**src/rtl/cellrv32_onewire_device.sv**
```systemverilog
// 1-Wire bus device (slave): reset/presence handling and LSB-first read-while-write bit slots.
// Optional glitch filter on the line input: define CELLRV32_ONEWIRE_DEV_GLITCH_FILTER_EN.
module cellrv32_onewire_device #(
    parameter logic [31:0] BASE_ADDR   = 32'hFFFF_FE00,
    parameter int          T_SAMPLE    = 4,
    parameter int          T_DRIVE0    = 6,
    parameter int          T_RESET_MIN = 32,
    parameter int          T_PDH       = 2,
    parameter int          T_PDL       = 16
) (
    input  logic        clk_i,
    input  logic        rstn_i,
    input  logic [31:0] addr_i,
    input  logic        rden_i,
    input  logic        wren_i,
    input  logic [31:0] data_i,
    output logic [31:0] data_o,
    output logic        ack_o,
    output logic        clkgen_en_o,
    input  logic [7:0]  clkgen_i,
    input  logic        onewire_i,
    output logic        onewire_o,
    output logic        irq_o
);

    typedef enum logic [2:0] {
        S_OFFLINE, S_IDLE, S_SLOT, S_WAIT_HIGH, S_RST_LOW, S_PDH, S_PDL
    } state_t;

    localparam logic [6:0] TS   = 7'(T_SAMPLE);
    localparam logic [6:0] TD   = 7'(T_DRIVE0);
    localparam logic [6:0] TR   = 7'(T_RESET_MIN);
    localparam logic [6:0] TPDH = 7'(T_PDH);
    localparam logic [6:0] TPDL = 7'(T_PDL);

    state_t      state_q;
    logic        en_q, overrun_q, reset_seen_q, rx_ready_q, tx_valid_q, tx_fresh_q;
    logic [1:0]  prsc_q;
    logic [7:0]  div_q, div_cnt_q;
    logic [6:0]  tick_cnt_q;
    logic [2:0]  bit_cnt_q;
    logic [7:0]  tx_buf_q, tx_sreg_q, rx_sreg_q, rx_byte_q;
    logic        ow_q, irq_q, ack_q;
    logic [31:0] data_q;
    logic [1:0]  sync_q;
    logic        line_s, line_prev_q;

    // ---------------- bus decode ----------------
    logic match, wr_ctrl, wr_data, rd_ctrl, rd_data, en_d;
    assign match   = (addr_i[31:3] == BASE_ADDR[31:3]);
    assign wr_ctrl = wren_i & match & ~addr_i[2];
    assign wr_data = wren_i & match &  addr_i[2];
    assign rd_ctrl = rden_i & match & ~addr_i[2];
    assign rd_data = rden_i & match &  addr_i[2];
    // A disabling CTRL write takes the line back in the same cycle it lands.
    assign en_d    = wr_ctrl ? data_i[0] : en_q;

    logic unused_ok;
    assign unused_ok = ^{clkgen_i[7:4], addr_i[1:0], data_i[26:11], data_i[31:29]};

    // ---------------- tick generation ----------------
    logic tap, tick;
    assign tap  = clkgen_i[prsc_q];
    assign tick = en_q & tap & (div_cnt_q == div_q);

    always_ff @(posedge clk_i or negedge rstn_i) begin
        if (!rstn_i)    div_cnt_q <= '0;
        else if (!en_q) div_cnt_q <= '0;
        else if (tap)   div_cnt_q <= (div_cnt_q == div_q) ? 8'd0 : div_cnt_q + 8'd1;
    end

    // ---------------- input path ----------------
    always_ff @(posedge clk_i or negedge rstn_i) begin
        if (!rstn_i) begin
            sync_q      <= 2'b11;
            line_prev_q <= 1'b1;
        end else begin
            sync_q      <= {sync_q[0], onewire_i};
            line_prev_q <= line_s;
        end
    end

`ifdef CELLRV32_ONEWIRE_DEV_GLITCH_FILTER_EN
    logic [1:0] hist_q;
    logic       filt_q;
    always_ff @(posedge clk_i or negedge rstn_i) begin
        if (!rstn_i) begin
            hist_q <= 2'b11;
            filt_q <= 1'b1;
        end else begin
            hist_q <= {hist_q[0], sync_q[1]};
            filt_q <= line_s;
        end
    end
    // Follow the synchronized input only once it has held for three cycles.
    assign line_s = ((sync_q[1] == hist_q[0]) && (sync_q[1] == hist_q[1])) ? sync_q[1] : filt_q;
`else
    assign line_s = sync_q[1];
`endif

    logic fall;
    assign fall = line_prev_q & ~line_s;

    // ---------------- slot helpers ----------------
    logic [6:0] tick_nx, cnt_adv;
    logic [7:0] tx_load;
    logic       tx_first, smp_ev, byte_done, rst_enter, busy;
    assign tick_nx   = (tick_cnt_q == 7'd127) ? 7'd127 : tick_cnt_q + 7'd1;
    assign cnt_adv   = tick ? tick_nx : tick_cnt_q;
    assign tx_load   = tx_valid_q ? tx_buf_q : 8'hFF;
    assign tx_first  = (bit_cnt_q == 3'd0) ? tx_load[0] : tx_sreg_q[0];
    assign smp_ev    = (state_q == S_SLOT) & tick & (tick_nx == TS);
    assign byte_done = smp_ev & (bit_cnt_q == 3'd7);
    assign rst_enter = en_d & (cnt_adv >= TR) &
                       ((state_q == S_SLOT) | ((state_q == S_WAIT_HIGH) & ~line_s));
    assign busy      = (state_q != S_IDLE) & (state_q != S_OFFLINE);

    // ---------------- control + FSM ----------------
    // Later assignments override earlier ones: line events beat W1C / read-clear.
    always_ff @(posedge clk_i or negedge rstn_i) begin
        if (!rstn_i) begin
            state_q      <= S_OFFLINE;
            en_q         <= 1'b0;
            prsc_q       <= '0;
            div_q        <= '0;
            overrun_q    <= 1'b0;
            reset_seen_q <= 1'b0;
            rx_ready_q   <= 1'b0;
            tx_valid_q   <= 1'b0;
            tx_fresh_q   <= 1'b0;
            tick_cnt_q   <= '0;
            bit_cnt_q    <= '0;
            tx_buf_q     <= '0;
            tx_sreg_q    <= 8'hFF;
            rx_sreg_q    <= '0;
            rx_byte_q    <= '0;
            ow_q         <= 1'b1;
            irq_q        <= 1'b0;
        end else begin
            irq_q <= 1'b0;
            if (rd_data) rx_ready_q <= 1'b0;
            if (wr_ctrl) begin
                en_q   <= data_i[0];
                prsc_q <= data_i[2:1];
                div_q  <= data_i[10:3];
                if (data_i[27]) overrun_q    <= 1'b0;
                if (data_i[28]) reset_seen_q <= 1'b0;
            end
            if (wr_data) begin
                tx_buf_q   <= data_i[7:0];
                tx_valid_q <= 1'b1;
                // Written mid-byte: must survive this byte's completion.
                if (bit_cnt_q != 3'd0) tx_fresh_q <= 1'b1;
            end

            if (!en_d) begin
                state_q      <= S_OFFLINE;
                ow_q         <= 1'b1;
                rx_ready_q   <= 1'b0;
                overrun_q    <= 1'b0;
                reset_seen_q <= 1'b0;
                bit_cnt_q    <= '0;
                tx_valid_q   <= 1'b0;
                tx_fresh_q   <= 1'b0;
            end else begin
                case (state_q)
                    S_OFFLINE: begin
                        ow_q    <= 1'b1;
                        state_q <= S_IDLE;
                    end
                    S_IDLE: if (fall) begin
                        tick_cnt_q <= '0;
                        state_q    <= S_SLOT;
                        ow_q       <= tx_first;
                        if (bit_cnt_q == 3'd0) tx_sreg_q <= tx_load;
                    end
                    S_SLOT: begin
                        tick_cnt_q <= cnt_adv;
                        if (smp_ev) begin
                            rx_sreg_q <= {line_s, rx_sreg_q[7:1]};
                            tx_sreg_q <= {1'b1, tx_sreg_q[7:1]};
                            bit_cnt_q <= bit_cnt_q + 3'd1;
                        end
                        if (byte_done) begin
                            rx_byte_q  <= {line_s, rx_sreg_q[7:1]};
                            if (rx_ready_q) overrun_q <= 1'b1;
                            rx_ready_q <= 1'b1;
                            tx_valid_q <= tx_fresh_q | wr_data;
                            tx_fresh_q <= 1'b0;
                            irq_q      <= 1'b1;
                        end
                        if (tick && tick_nx == TD) begin
                            ow_q    <= 1'b1;
                            state_q <= S_WAIT_HIGH;
                        end
                    end
                    S_WAIT_HIGH: begin
                        tick_cnt_q <= cnt_adv;
                        if (line_s) state_q <= S_IDLE;
                    end
                    S_RST_LOW: if (line_s) begin
                        tick_cnt_q <= '0;
                        state_q    <= S_PDH;
                    end
                    S_PDH: begin
                        tick_cnt_q <= cnt_adv;
                        if (tick && tick_nx == TPDH) begin
                            ow_q       <= 1'b0;
                            tick_cnt_q <= '0;
                            state_q    <= S_PDL;
                        end
                    end
                    S_PDL: begin
                        tick_cnt_q <= cnt_adv;
                        if (tick && tick_nx == TPDL) begin
                            ow_q    <= 1'b1;
                            state_q <= S_IDLE;
                        end
                    end
                    default: state_q <= S_OFFLINE;
                endcase
                if (rst_enter) begin
                    state_q      <= S_RST_LOW;
                    ow_q         <= 1'b1;
                    bit_cnt_q    <= '0;
                    rx_sreg_q    <= '0;
                    reset_seen_q <= 1'b1;
                    irq_q        <= 1'b1;
                end
            end
        end
    end

    // ---------------- bus response ----------------
    always_ff @(posedge clk_i or negedge rstn_i) begin
        if (!rstn_i) begin
            ack_q  <= 1'b0;
            data_q <= '0;
        end else begin
            ack_q  <= (rden_i | wren_i) & match;
            data_q <= '0;
            if (rd_ctrl)
                data_q <= {busy, rx_ready_q, line_s, reset_seen_q, overrun_q,
                           16'd0, div_q, prsc_q, en_q};
            else if (rd_data)
                data_q <= {24'd0, rx_byte_q};
        end
    end

    assign data_o      = data_q;
    assign ack_o       = ack_q;
    assign clkgen_en_o = en_q;
    assign onewire_o   = ow_q;
    assign irq_o       = irq_q;

endmodule

```
**config.mk**
```make
export PLATFORM = sky130hd
export DESIGN_NAME = cellrv32_onewire_device
export DESIGN_NICKNAME = d
export VERILOG_FILES = /design/src/rtl/cellrv32_onewire_device.sv
export SDC_FILE = /design/constraint.sdc
export NUM_CORES = 1
export LEC_CHECK = 0
export CORE_AREA = 2 2 137 139
export CTS_BUF_LIST = sky130_fd_sc_hd__clkbuf_4 sky130_fd_sc_hd__clkbuf_8
export DETAILED_ROUTE_END_ITERATION = 6
export DIE_AREA = 0 0 139 141
export PLACE_DENSITY_LB_ADDON = 0.05
export REMOVE_ABC_BUFFERS = 1
export SLEW_MARGIN = 20
export SYNTH_ARGS = -nofsm -noshare
export SYNTH_HDL_FRONTEND = slang
export SYNTH_SLANG_ARGS = --single-unit
```
**constraint.sdc**
```tcl
create_clock -name clk_i -period 2.6 [get_ports clk_i]
set_clock_uncertainty 0.15 [all_clocks]
set_input_delay 0.52 -clock clk_i [delete_from_list [all_inputs] [get_ports clk_i]]
set_output_delay 0.52 -clock clk_i [all_outputs]
set_load 0.01 [all_outputs]
```
==> results of run 1 <==
==> worst max-delay path, cell delays in order <==
cell,delay (ns)
dlygate4sd2_1,0.23
or4b_4,0.54
nor4_4,0.28
buf_4,0.18
and4_4,0.24
nor2_4,0.05
inv_4,0.11
nand3_4,0.14
mux2_4,0.33
==> synthesized netlist by cell type, drive strengths merged, types with 8 or more instances <==
| cell | count |
|---|---|
| dfrtp | 78 |
| nor2 | 35 |
| mux2 | 33 |
| nand2 | 32 |
| o21ai | 23 |
| buf | 20 |
| xnor2 | 13 |
| dfstp | 12 |
| inv | 12 |
| a21oi | 11 |
| and2 | 11 |
| clkbuf | 11 |
| nand3 | 11 |
| mux2i | 10 |
| nand2b | 9 |
| a22o | 8 |
| nand4 | 8 |
==> what timing repair did <==
action | 4_1_cts | 5_1_grt
gates resized for setup | 30 | 10
setup endpoints to repair | 76 | 21
buffers inserted | 7 | 1
hold buffers | 1 | 0
cloned | 1 | 0
pin swaps | 16 | 9
hold endpoints to repair | 8 | 0
==> area by class of cell <==
class | instances | area, um2
Multi-Input combinational cell | 296 | 2160
Fill cell | 1869 | 12100
Timing Repair Buffer | 136 | 1220
Clock buffer | 9 | 124
Inverter | 13 | 51.3
Sequential cell | 90 | 2270
Clock inverter | 7 | 98.8
Tap cell | 234 | 293
==> metrics by stage <==
stage / total power, mW / util [%]
floorplan: 1.95 / -
global placement: 2.34 / 31.6
detailed placement: 2.34 / 31.6
CTS: 3.51 / 33.7
global route: 3.67 / 34.0
finish: 3.47 / 34.0
==> cells by family after synthesis <==
group	after synthesis	share of synthesized area (%)
AO/OA/AOI/OAI	77	12.2
AND/OR/NAND/NOR	138	16.2
adder cells (fa/ha/maj)	6	1.69
buffers and inverters	44	5.31
XOR/XNOR	15	2.95
other	1	0.0842
flip-flops	90	50.9
multiplexers	43	10.6
==> per-layer routing <==
| layer | global-route usage [%] | vias to the layer above | share of wire (%) |
|---|---|---|---|
| li1 | - | 1713 | - |
| met1 | 16.7 | 1685 | 45 |
| met2 | 22.9 | 57 | 51 |
| met3 | 2.00 | 13 | 2.5 |
| met4 | 4.78 | 0 | 1.5 |
| met5 | 0 | - | 0 |
==> sequential cells by signal, indices dropped and copies added (netlist names) <==
name	count
ack_o	1
bit_cnt_q	3
clkgen_en_o	1
data_o	16
div_cnt_q	8
div_q	8
irq_o	1
line_prev_q	1
onewire_o	1
overrun_q	1
prsc_q	2
reset_seen_q	1
rx_byte_q	8
rx_ready_q	1
rx_sreg_q	7
state_q	3
sync_q	2
tick_cnt_q	7
tx_buf_q	8
tx_fresh_q	1
tx_sreg_q	8
tx_valid_q	1
==> power by group <==
part | switching (mW) | leakage (nW) | internal, mW
Clock | 0.570 | 0.110 | 0.549
Combinational | 0.435 | 1.49 | 0.390
Sequential | 0.0506 | 1.19 | 1.48
==> final timing paths <==
path	startpoint	end	slack (ns)	cells past startpoint
max	addr_i[7]	rx_byte_q[1]	0.1	9
min	sync_q[0]	sync_q[1]	0.21	0
max reg2reg	div_cnt_q[0]	state_q[1]	0.1	6
min reg2reg	sync_q[0]	sync_q[1]	0.21	0
max in group asynchronous	rstn_i	tx_sreg_q[6]	1.29	3
min in group asynchronous	rstn_i	div_cnt_q[2]	0.35	2
==> results.json, run 1 <==
{
  "status": "complete, no violations",
  "rsz0062_at_grt": "true",
  "vdd_drop_max_uv": 224,
  "cts_sinks": 90,
  "crit_path_end_kind": "flip-flop",
  "yosys.area.top_type_share_pct": 43.8,
  "cts_root_buf": "clkbuf_8",
  "hold_violations": 0,
  "clk_pin_slew_ns": 0.10,
  "cts_tree": "done",
  "syn-instance-count": 414,
  "die_area_mm2": 0.0196,
  "setup_violations": 0,
  "wl_per_cell_um": 15.9,
  "place_area_mm2": 0.00578,
  "worst_pin_slew_ns": 0.801,
  "num_vias": 3468,
  "initial_core_util_pct": 24.4,
  "max-cap-violations": 0,
  "areaGrowthSynthToFinish_pct": 39.5,
  "async_reset_ff_share_pct": 100,
  "synth_flop_cell": "dfrtp_1",
  "setup_ws_ns": 0.0972,
  "hold_path_class": "reg2reg",
  "clkLatencyLatePin_ns": 0.38,
  "grt_pass1_wl_um": 20000,
  "remaining_drc_errors": 0,
  "powerDensity_mw_per_mm2": 559,
  "crit_type": "in2reg",
  "place_congestion": 0.784,
  "worstPathArrival_ns": 2.63,
  "grt_use_total_pct": 13.2,
  "drt-vias-per-instance": 4.42,
  "fmax_ghz": 0.400,
  "antenna_found_initial": 0,
  "start_kind": "input pin",
  "final_common_cell": "dfrtp_1",
  "final_nets": 629,
  "postSynthRegisterBits": 90,
  "cts_inserted_buffers": 9,
  "yosysTopAreaCell": "dfrtp_1",
  "slew_viol_final": 0,
  "whs_ns": 0.212,
  "rows": 50,
  "syn_area_per_cell_um2": 10.8,
  "place_ws_ns": -0.690,
  "dpl.hpwl_um": 9380,
  "numPortBuffers": 71,
  "fin_area_mm2": 0.00621,
  "ys_seq_area_share_pct": 50.9,
  "netlist_area_mm2": 0.00445,
  "cp.required_ns": 2.73,
  "wirelength_um": 12500,
  "drt_iter0_drc": 131,
  "boundaryPins": 113,
  "drive_gt1_share_pct": 28.1,
  "overflow": 0,
  "yosys_warnings": 0,
  "first_global_vias": 3620,
  "htree_levels": 3,
  "layout_min_cycle_time_ns": 2.50,
  "synth_edf_count": 0,
  "timing.final.crit_share_pct": 96.3,
  "finalSetupTns_ns": 0,
  "place_inst": 760,
  "ant_nets": 0,
  "layout_common_cells": "78 x dfrtp_1, 63 x buf_4, 62 x clkdlybuf4s50_1, 34 x nor2_1, 32 x mux2_2",
  "die_width_um": 139,
  "die_y_um": 141,
  "synth_area_leaders": "dfrtp_1 44%, mux2_2 8.3%, dfstp_2 7.1%",
  "p_leak_nw": 2.79,
  "fin_cells": 785,
  "grt_max_degree": 57,
  "cp_max_fo": 5,
  "dr.pass1.iters": 4,
  "yosysUniqueCellTypes": 59,
  "cts_max_path_buffers": 2,
  "core-area_mm2": 0.0183,
  "relSlewSlack_pct": 46.5,
  "diodes": 0
}
Note: power is estimated with default switching activity, not from simulation.
==> run 2, diff against run 1 <==
Settings changed: SLEW_MARGIN 20 to not set.
==> results of run 2 <==
Same layout as run 1: the final DEF is identical, and so are final timing and power.
==> run 3, diff against run 2 <==
Settings changed: HOLD_SLACK_MARGIN set to 0.1.
==> results of run 3 <==
Same layout as run 1: the final DEF is identical, and so are final timing and power.
